**src/rtl/led_rgb_scheduler.sv**
```systemverilog
// ---------------------------------------------------------------------------
// led_rgb_scheduler
//
// This block shares one board RGB LED between NUM_REQ status requesters, for
// example a PS heartbeat, link-up or error source. The LED itself is driven by
// the led_rgb blinker.
//
// Arbitration uses fixed priority, and index 0 is the highest. Once a
// requester owns the LED, it keeps it for at least MIN_SLOT cycles before a
// higher-priority request can take it. If the owner drops its request, the
// LED is released at once.
//
// Before the LED goes to the next owner, the blinker's status feedback is
// used to let any running pattern finish (drain).
//
// Ports:
//   clk                   clock
//   reset                 synchronous, active-high reset
//   req[NUM_REQ]          level request, bit i = requester i
//   req_color[3*NUM_REQ]  per requester {b,g,r} enable mask, slice [3i+2:3i]
//   req_blink[NUM_REQ]    per requester: 1 = blink, 0 = constant on
//   req_duration[32*N]    per requester blink half-period, slice [32i+31:32i]
//   led_sts[3]            {B,G,R} pattern-running status from the blinker
//   enable_/mode_/holded_/duration_{r,g,b}
//                         blinker controls (all registered)
//   grant[NUM_REQ]        one-hot current owner, 0 when none
//   busy                  scheduler is not idle
//   drain_timeout         one-cycle pulse when a drain gives up waiting
// ---------------------------------------------------------------------------
module led_rgb_scheduler #(
  parameter int unsigned NUM_REQ       = 4,
  parameter int unsigned MIN_SLOT      = 1000,
  parameter int unsigned DRAIN_TIMEOUT = 200000000
) (
  input  logic                    clk,
  input  logic                    reset,
  input  logic [NUM_REQ-1:0]      req,
  input  logic [3*NUM_REQ-1:0]    req_color,
  input  logic [NUM_REQ-1:0]      req_blink,
  input  logic [32*NUM_REQ-1:0]   req_duration,
  input  logic [2:0]              led_sts,
  output logic                    enable_r,
  output logic                    enable_g,
  output logic                    enable_b,
  output logic                    mode_r,
  output logic                    mode_g,
  output logic                    mode_b,
  output logic                    holded_r,
  output logic                    holded_g,
  output logic                    holded_b,
  output logic [31:0]             duration_r,
  output logic [31:0]             duration_g,
  output logic [31:0]             duration_b,
  output logic [NUM_REQ-1:0]      grant,
  output logic                    busy,
  output logic                    drain_timeout
);

  typedef enum logic [1:0] {S_IDLE, S_ACTIVE, S_DRAIN} state_t;

  state_t               state_q, state_d;
  logic [31:0]          slot_cnt_q, slot_cnt_d;
  logic [31:0]          drain_cnt_q, drain_cnt_d;
  logic [2:0]           enable_q, enable_d;   // {b,g,r}
  logic [2:0]           holded_q, holded_d;   // {b,g,r}
  // All three channels always receive the same mode and duration, so one
  // register drives each of them.
  logic                 mode_q, mode_d;
  logic [31:0]          dur_q, dur_d;
  logic [NUM_REQ-1:0]   grant_q, grant_d;
  logic                 busy_q, busy_d;
  logic                 timeout_q, timeout_d;

  // Per-requester views of the packed configuration buses.
  logic [2:0]  color_arr [NUM_REQ];
  logic [31:0] dur_arr   [NUM_REQ];

  for (genvar gi = 0; gi < NUM_REQ; gi++) begin : g_slice
    assign color_arr[gi] = req_color[3*gi +: 3];
    assign dur_arr[gi]   = req_duration[32*gi +: 32];
  end

  // Fixed-priority winner: scanning from the top down leaves the lowest
  // set index in place.
  logic [NUM_REQ-1:0] win_onehot;
  logic [2:0]         win_color;
  logic               win_blink;
  logic [31:0]        win_dur;

  always_comb begin
    win_onehot = '0;
    win_color  = '0;
    win_blink  = 1'b0;
    win_dur    = '0;
    for (int i = int'(NUM_REQ) - 1; i >= 0; i--) begin
      if (req[i]) begin
        win_onehot    = '0;
        win_onehot[i] = 1'b1;
        win_color     = color_arr[i];
        win_blink     = req_blink[i];
        win_dur       = dur_arr[i];
      end
    end
  end

  // The owner is identified by grant_q.
  // Subtracting 1 from a one-hot value yields a mask of every lower
  // (i.e. higher-priority) index.
  logic [NUM_REQ-1:0] higher_mask;
  logic               owner_req;
  logic               higher_req;
  logic               win_blink_eff;

  assign higher_mask   = grant_q - NUM_REQ'(1);
  assign owner_req     = |(req & grant_q);
  assign higher_req    = |(req & higher_mask);
  // A zero half-period cannot be shown as constant-on, so it is forced to
  // blink mode.
  assign win_blink_eff = win_blink | (win_dur == 32'd0);

  always_comb begin
    state_d     = state_q;
    slot_cnt_d  = slot_cnt_q;
    drain_cnt_d = drain_cnt_q;
    enable_d    = enable_q;
    holded_d    = holded_q;
    mode_d      = mode_q;
    dur_d       = dur_q;
    grant_d     = grant_q;
    timeout_d   = 1'b0;

    unique case (state_q)
      S_IDLE: begin
        enable_d    = '0;
        holded_d    = '0;
        grant_d     = '0;
        mode_d      = 1'b0;
        dur_d       = '0;
        slot_cnt_d  = '0;
        drain_cnt_d = '0;
        // Wait for a dark LED, in case the blinker was not reset together
        // with this block.
        if (|req && (led_sts == 3'b000)) begin
          state_d  = S_ACTIVE;
          enable_d = win_color;
          mode_d   = win_blink_eff;
          holded_d = {3{win_blink_eff}} & win_color;
          dur_d    = win_dur;
          grant_d  = win_onehot;
        end
      end

      S_ACTIVE: begin
        if (slot_cnt_q < MIN_SLOT) begin
          slot_cnt_d = slot_cnt_q + 32'd1;
        end
        // An owner drop releases immediately. Higher-priority requesters
        // must wait out the minimum slot.
        if (!owner_req || (higher_req && (slot_cnt_q >= MIN_SLOT))) begin
          state_d     = S_DRAIN;
          enable_d    = '0;
          holded_d    = '0;
          grant_d     = '0;
          drain_cnt_d = '0;
          // mode/duration are kept so the current half-period can finish.
        end
      end

      S_DRAIN: begin
        // For the first two cycles, status may still reflect the blinker's
        // previous state, so it is not trusted.
        if ((drain_cnt_q >= 32'd2) && (led_sts == 3'b000)) begin
          state_d = S_IDLE;
          mode_d  = 1'b0;
          dur_d   = '0;
        end else if (drain_cnt_q >= DRAIN_TIMEOUT) begin
          state_d   = S_IDLE;
          mode_d    = 1'b0;
          dur_d     = '0;
          timeout_d = 1'b1;
        end else begin
          drain_cnt_d = drain_cnt_q + 32'd1;
        end
      end

      default: begin
        state_d = S_IDLE;
      end
    endcase

    busy_d = (state_d != S_IDLE);
  end

  always_ff @(posedge clk) begin
    if (reset) begin
      state_q     <= S_IDLE;
      slot_cnt_q  <= '0;
      drain_cnt_q <= '0;
      enable_q    <= '0;
      holded_q    <= '0;
      mode_q      <= 1'b0;
      dur_q       <= '0;
      grant_q     <= '0;
      busy_q      <= 1'b0;
      timeout_q   <= 1'b0;
    end else begin
      state_q     <= state_d;
      slot_cnt_q  <= slot_cnt_d;
      drain_cnt_q <= drain_cnt_d;
      enable_q    <= enable_d;
      holded_q    <= holded_d;
      mode_q      <= mode_d;
      dur_q       <= dur_d;
      grant_q     <= grant_d;
      busy_q      <= busy_d;
      timeout_q   <= timeout_d;
    end
  end

  assign enable_r      = enable_q[0];
  assign enable_g      = enable_q[1];
  assign enable_b      = enable_q[2];
  assign holded_r      = holded_q[0];
  assign holded_g      = holded_q[1];
  assign holded_b      = holded_q[2];
  assign mode_r        = mode_q;
  assign mode_g        = mode_q;
  assign mode_b        = mode_q;
  assign duration_r    = dur_q;
  assign duration_g    = dur_q;
  assign duration_b    = dur_q;
  assign grant         = grant_q;
  assign busy          = busy_q;
  assign drain_timeout = timeout_q;

endmodule

```
**config.mk**
```make
export PLATFORM = sky130hd
export DESIGN_NAME = led_rgb_scheduler
export DESIGN_NICKNAME = d
export VERILOG_FILES = /design/src/rtl/led_rgb_scheduler.sv
export SDC_FILE = /design/constraint.sdc
export NUM_CORES = 1
export LEC_CHECK = 0
export CAP_MARGIN = 25
export CORE_MARGIN = 2
export CORE_UTILIZATION = 45
export CTS_BUF_LIST = sky130_fd_sc_hd__clkbuf_2
export DETAILED_ROUTE_END_ITERATION = 8
export PLACE_DENSITY = 0.86
export SKIP_LAST_GASP = 1
export SYNTH_ARGS = -nofsm -noshare
export SYNTH_HDL_FRONTEND = slang
export SYNTH_SLANG_ARGS = --single-unit
```
**constraint.sdc**
```tcl
create_clock -name clk -period 6 [get_ports clk]
set_input_delay 1.2 -clock clk [delete_from_list [all_inputs] [get_ports clk]]
set_output_delay 1.2 -clock clk [all_outputs]
set_load 0.02 [all_outputs]
```
==> results.py, run 1 <==
metrics = {
    "yosys": {
        "synth.area.top_cells": "dfxtp_1 (38%), buf_4 (8.9%), a221oi_1 (5.1%), a21oi_1 (4.9%), a22o_1 (3.0%)",
        "synth.distinct_cells": 55,
        "synth_cells": 688,
        "synthFlopType": "dfxtp_1",
        "synth_nets": 846,
        "synthArstFlopShare_pct": 0,
        "ys_ff_latch": 111,
        "syn-mean-instance-area_um2": 8.41,
        "yosysMostFrequentCell": "dfxtp_1",
        "yosys.area.top_type": "dfxtp_1",
        "ys_seq_area_share_pct": 38.4,
        "synth-edff-count": 0,
        "yosysWarningCount": 0,
        "synthTopCellsByCount": "dfxtp_1 (111), buf_4 (69), a21oi_1 (57), nor2_1 (44)",
        "yosysTopAreaCellShare_pct": 38.4,
        "synthesis.area_um2": 5790,
    },
    "sta": {
        "holdWs_ns": 0.494,
        "clock_skew_ns": 0.0558,
        "fin_ws_ns": 2.30,
        "layout_min_cycle_time_ns": 3.70,
        "setup_viol": 0,
        "slew_headroom_pct": 30.9,
        "slew_viol_final": 0,
        "tightest_slew_ns": 1.04,
        "setup_tns_ns": 0,
        "rsz0062_at_grt": "false",
        "hold_violations": 0,
        "fmax_ghz": 0.270,
        "fin_crit_sh_pct": 61.7,
    },
    "global_route": {
        "antenna_found_initial": 3,
        "grt_overflow": 0,
        "grt_pass1_vias": 5671,
        "grtUsageTotal_pct": 30.2,
        "grt_pass1_wl_mm": 32.3,
        "grt_max_degree": 43,
    },
    "power": {
        "power_leakage_nw": 2.82,
        "clkPwrFrac_pct": 26.4,
        "ir_drop_uv": 91.8,
        "power_frac_comb_pct": 19.4,
        "p_per_area_nw_per_um2": 171,
        "p_sw_mw": 0.403,
        "p_seq_share_pct": 54.2,
        "swShare_pct": 28.8,
        "internal-power_mw": 0.995,
    },
    "cells_and_area": {
        "multi_input_area_um2": 2810,
        "final-seq-area_um2": 2220,
        "fillers": 1020,
        "stdcell_area_um2": 8160,
        "layout-drive-gt1-share_pct": 3.58,
        "nets": 1019,
        "area_growth_pct": 41.0,
    },
    "clock_network": {
        "cts_buffer_depth": 2,
        "clk_latency_ns": 0.63,
        "cts_tree": "built",
        "htree_levels": 3,
        "path_clk_slew_ns": 0.35,
        "hold_buffers": 0,
        "ctsResizeCount": 0,
        "cts_buffers": 9,
        "ctsRootBufferMaster": "clkbuf_2",
        "clock-sinks": 111,
        "post_cts_buffers": 0,
    },
    "critical_path": {
        "critPathCaptureType": "register",
        "slowest_stage": "clkdlybuf4s50_1",
        "path_buf_inv": 2,
        "start_kind": "input port",
        "crit_fanout": 23,
        "crit_type": "input port to register",
        "path_cells": "clkdlybuf4s50_1, buf_4, a221o_1, o32ai_1, a31oi_1, nand3_1, or4_1, a21oi_1",
        "required_ns": 6.53,
        "crit_start": "req[2]",
        "slowest_delay_ns": 0.67,
        "cp_top_family": "simple AND/OR/NAND/NOR gates",
        "worst_ep_arrival_time_ns": 4.23,
        "rr_startpoint": "grant[0]",
    },
    "die": {
        "ios": 264,
        "core-area_um2": 12600,
        "die_w_um": 117,
        "initial_core_util_pct": 46.1,
        "dieArea_um2": 13800,
        "rows": 41,
        "die_y_um": 117,
    },
    "min_path": {
        "hold_path_class": "register to register",
        "min-delay-start": "slot_cnt_q[18]",
    },
    "drt": {
        "dr.pass1.iters": 5,
        "viasPerCell": 5.85,
        "drt_iter0_drc": 634,
        "antenna_left": 0,
        "met1_length_mm": 9.02,
        "drc_errors": 0,
        "wl_met2_mm": 9.04,
        "top_layer": "met5",
        "wl_mm": 21.6,
        "wire_per_inst_um": 20.8,
        "dr_wl_met3_mm": 3.00,
        "via_count": 6077,
    },
    "place": {
        "place_area_um2": 8030,
        "port_buffers": 263,
        "place.gp.congestion": 0.980,
        "hpwlAfterDp_mm": 16.9,
        "dp_slack_ns": 1.71,
    },
    "run": {
        "maxCapViolations": 0,
    },
    "status": {
        "outcome": "completed",
    },
}
## cell type report
type / instances / area share, %
Clock inverter: 7 / 0.966
Timing Repair Buffer: 270 / 32.9
Inverter: 28 / 1.29
Clock buffer: 9 / 0.552
Tap cell: 172 / 2.64
Sequential cell: 111 / 27.2
Antenna cell: 1 / 0.0307
Multi-Input combinational cell: 441 / 34.4
## layer usage
layer,vias to the layer above,global-route usage [%]
met5,-,0
met3,42,14.7
met4,4,9.11
li1,2835,-
met2,354,43.4
met1,2842,40.1
## logic make-up (layout without fill, tap and decap cells)
group | count (synthesis) | count (layout) | synth area share (%)
adders and majority gates | 5 | 5 | 1.08
DFF | 111 | 111 | 38.4
AOI/OAI and AO/OA | 209 | 209 | 25.5
xor gates and xnor gates | 8 | 8 | 1.21
buffers and inverters | 136 | 314 | 13.4
and+or+nand+nor | 219 | 219 | 20.4
other | 0 | 1 | 0
## state kept, by name, indices dropped and copies added (netlist names)
name	cells
drain_cnt_q	32
mode_b	1
enable_q	3
grant	4
slot_cnt_q	32
busy	1
state_q	2
duration_b	32
holded_q	3
drain_timeout	1
## per-stage QoR
stage                     power [mW]  utilization [%]  instances
after floorplan                0.874                -        688
after global placement          1.03             63.9       1022
after detailed placement        1.03             63.9       1022
after CTS                       1.39             64.9       1038
after global routing            1.44             64.9       1039
final                           1.40             64.9       1039
## path summary, 6_finish.rpt
path	endpoint	slack (ns)	depth (start not counted)
min reg2reg	slot_cnt_q[18]	0.49	1
max	drain_cnt_q[24]	2.30	8
max reg2reg	drain_cnt_q[16]	2.85	9
min	slot_cnt_q[18]	0.49	1
## power groups by stage
stage | combinational [mW] | clock [mW] | sequential [mW]
floorplan | 0.102 | 0 | 0.773
global placement | 0.262 | 0 | 0.770
detailed placement | 0.263 | 0 | 0.769
CTS | 0.265 | 0.368 | 0.757
global route | 0.284 | 0.395 | 0.760
finish | 0.272 | 0.369 | 0.758
## cells in the final DEF, fill, tap and decap left out, drive strengths merged, types with 6 or more instances in the layout
| cell type | synthesis | routed |
|---|---|---|
| a21oi | 57 | 57 |
| a221oi | 34 | 34 |
| a22o | 20 | 20 |
| and2 | 26 | 26 |
| buf | 74 | 7 |
| clkbuf | 34 | 9 |
| clkdlybuf4s50 | 0 | 263 |
| dfxtp | 111 | 111 |
| inv | 28 | 31 |
| nand2 | 29 | 29 |
| nand3 | 18 | 18 |
| nand4 | 9 | 9 |
| nor2 | 45 | 45 |
| nor2b | 8 | 8 |
| nor3 | 18 | 18 |
| nor4 | 21 | 21 |
| o21ai | 20 | 20 |
| o22ai | 20 | 20 |
| o2bb2ai | 17 | 17 |
| o31ai | 6 | 6 |
| or3 | 20 | 20 |
| or4 | 9 | 9 |
(Power assumes the default switching activity.)
==> inputs of run 2 (changes only) <==
- CORE_UTILIZATION: 45 -> 39
- PLACE_DENSITY: 0.86 -> 0.79
- clock period: 6 -> 3.2 ns (I/O delays scaled with it)
==> results.py, run 2 (synthesized netlist as in run 1, its figures left out) <==
metrics = {
    "die": {
        "rows": 44,
        "core-area_um2": 14500,
        "dieArea_um2": 15800,
        "ios": 264,
        "initial_core_util_pct": 39.8,
        "die_w_um": 126,
        "die_y_um": 126,
    },
    "critical_path": {
        "slowest_stage": "nor2_4",
        "required_ns": 3.79,
        "path_buf_inv": 0,
        "ff2ff_path_depth": 7,
        "crit_cells": 7,
        "path_cells": "or4_1, o211ai_1, a311oi_1, or3_1, o21a_1, nor2_4, a22o_1",
        "crit_fanout": 33,
        "rr_startpoint": "drain_cnt_q[10]",
        "cp_top_family": "simple AND/OR/NAND/NOR gates",
        "regToRegEndpoint": "duration_b[31]",
        "critPathCaptureType": "register",
        "ff2ff_setup_slack_ns": 0.20,
        "worst_ep_arrival_time_ns": 3.59,
        "slowest_delay_ns": 0.64,
        "crit_type": "register to register",
        "start_kind": "register",
    },
    "sta": {
        "hold_violations": 0,
        "setup_viol": 0,
        "holdWs_ns": 0.491,
        "fmax_ghz": 0.333,
        "slew_viol_final": 0,
        "fin_crit_sh_pct": 93.9,
        "tightest_slew_ns": 0.845,
        "clock_skew_ns": 0.0311,
        "rsz0062_at_grt": "false",
        "slew_headroom_pct": 43.5,
        "layout_min_cycle_time_ns": 3.00,
    },
    "min_path": {
        "whs_endpoint": "enable_q[0]",
        "min_delay_path_depth": 1,
        "min-delay-start": "enable_q[0]",
        "hold_path_class": "register to register",
    },
    "cells_and_area": {
        "area_growth_pct": 46.8,
        "multi_input_area_um2": 2810,
        "mostFrequentLayoutCells": "clkdlybuf4s50_1 (263), dfxtp_1 (111), a21oi_1 (57)",
        "final_common_cell": "clkdlybuf4s50_1",
        "nets": 1053,
        "final-seq-area_um2": 2220,
        "fin_util_pct": 58.4,
        "layout-drive-gt1-share_pct": 7.12,
        "stdcell_area_um2": 8490,
        "fillers": 1329,
    },
    "status": {
        "outcome": "completed",
    },
    "power": {
        "finalPower_mw": 2.67,
        "ir_drop_uv": 153,
        "power_leakage_nw": 2.99,
        "p_per_area_nw_per_um2": 314,
    },
    "global_route": {
        "grt_pass1_wl_mm": 33.4,
        "grt_pass1_vias": 5866,
        "grt_overflow": 0,
        "grt_max_degree": 34,
        "antenna_found_initial": 5,
        "grtUsageTotal_pct": 27.1,
    },
    "drt": {
        "viasPerCell": 5.65,
        "wl_mm": 22.1,
        "drt_iter0_drc": 493,
        "antenna_left": 0,
        "dr.pass1.iters": 5,
        "wire_per_inst_um": 20.3,
        "via_count": 6156,
        "drc_errors": 0,
    },
    "clock_network": {
        "path_clk_slew_ns": 0.27,
        "cts_buffers": 9,
        "ctsRootBufferMaster": "clkbuf_2",
        "cts_tree": "built",
        "clk_latency_ns": 0.63,
        "clock-sinks": 111,
        "htree_levels": 3,
        "cts_buffer_depth": 2,
        "hold_buffers": 0,
        "post_cts_buffers": 0,
        "ctsResizeCount": 0,
    },
    "place": {
        "place_area_um2": 8350,
        "hpwlAfterDp_mm": 17.6,
        "port_buffers": 263,
        "place.gp.congestion": 0.926,
    },
    "run": {
        "maxCapViolations": 0,
    },
}
-- run 2: cell count changes in the layout (fill, tap and decap cells not counted), sizes merged --
cell,previous run,this run
inv,31,29
buf,7,41
diode,1,6
bufinv,1,2
-- run 2: report_power, final --
| part | total (mW) | internal (mW) | switching, mW |
|---|---|---|---|
| Sequential | 1.42 | 1.40 | 0.0176 |
| Combinational | 0.523 | 0.291 | 0.232 |
| Clock | 0.727 | 0.253 | 0.474 |
| Total | 2.67 | 1.95 | 0.724 |
-- run 2: worst max path at each step --
| stage | startpoint | end | slack [ns] |
|---|---|---|---|
| global route | drain_cnt_q[10] | duration_b[5] | 0.05 |
| CTS | drain_cnt_q[10] | duration_b[5] | 0.21 |
| finish | drain_cnt_q[10] | duration_b[31] | 0.20 |
| global placement | req[0] | mode_b | -0.02 |
| detailed placement | req[0] | mode_b | -0.05 |
| floorplan | req[1] | mode_b | 0.60 |
-- run 2: metal layers --
metal / track usage [%] / wire length (um) / up-vias
met2: 45.1 / 10500 / 314
met3: 5.86 / 1730 / 50
met4: 12.7 / 856 / 0
met1: 33.6 / 9010 / 2880
li1: - / - / 2912
met5: 0 / 0 / -
-- run 2: worst register-to-register path: cells and delay by family (launching register included) --
family	cells	cell delay, ns
simple gates	3	1.71
compound gates	4	0.87
flops	1	0.40
-- run 2: stage by stage --
step | cells | TNS, ns | setup slack (ns)
after floorplan | 688 | 0 | 0.605
after global placement | 1068 | -0.0161 | -0.0154
after detailed placement | 1068 | -0.125 | -0.0474
after CTS | 1083 | 0 | 0.207
after global routing | 1088 | 0 | 0.0461
final | 1089 | 0 | 0.195
-- run 2: cell type report --
| type | instances | share of cell area (%) |
|---|---|---|
| Inverter | 28 | 1.24 |
| Timing Repair Buffer | 304 | 35.1 |
| Tap cell | 184 | 2.71 |
| Clock inverter | 6 | 1.00 |
| Multi-Input combinational cell | 441 | 33.1 |
| Sequential cell | 111 | 26.2 |
| Antenna cell | 6 | 0.177 |
| Clock buffer | 9 | 0.530 |
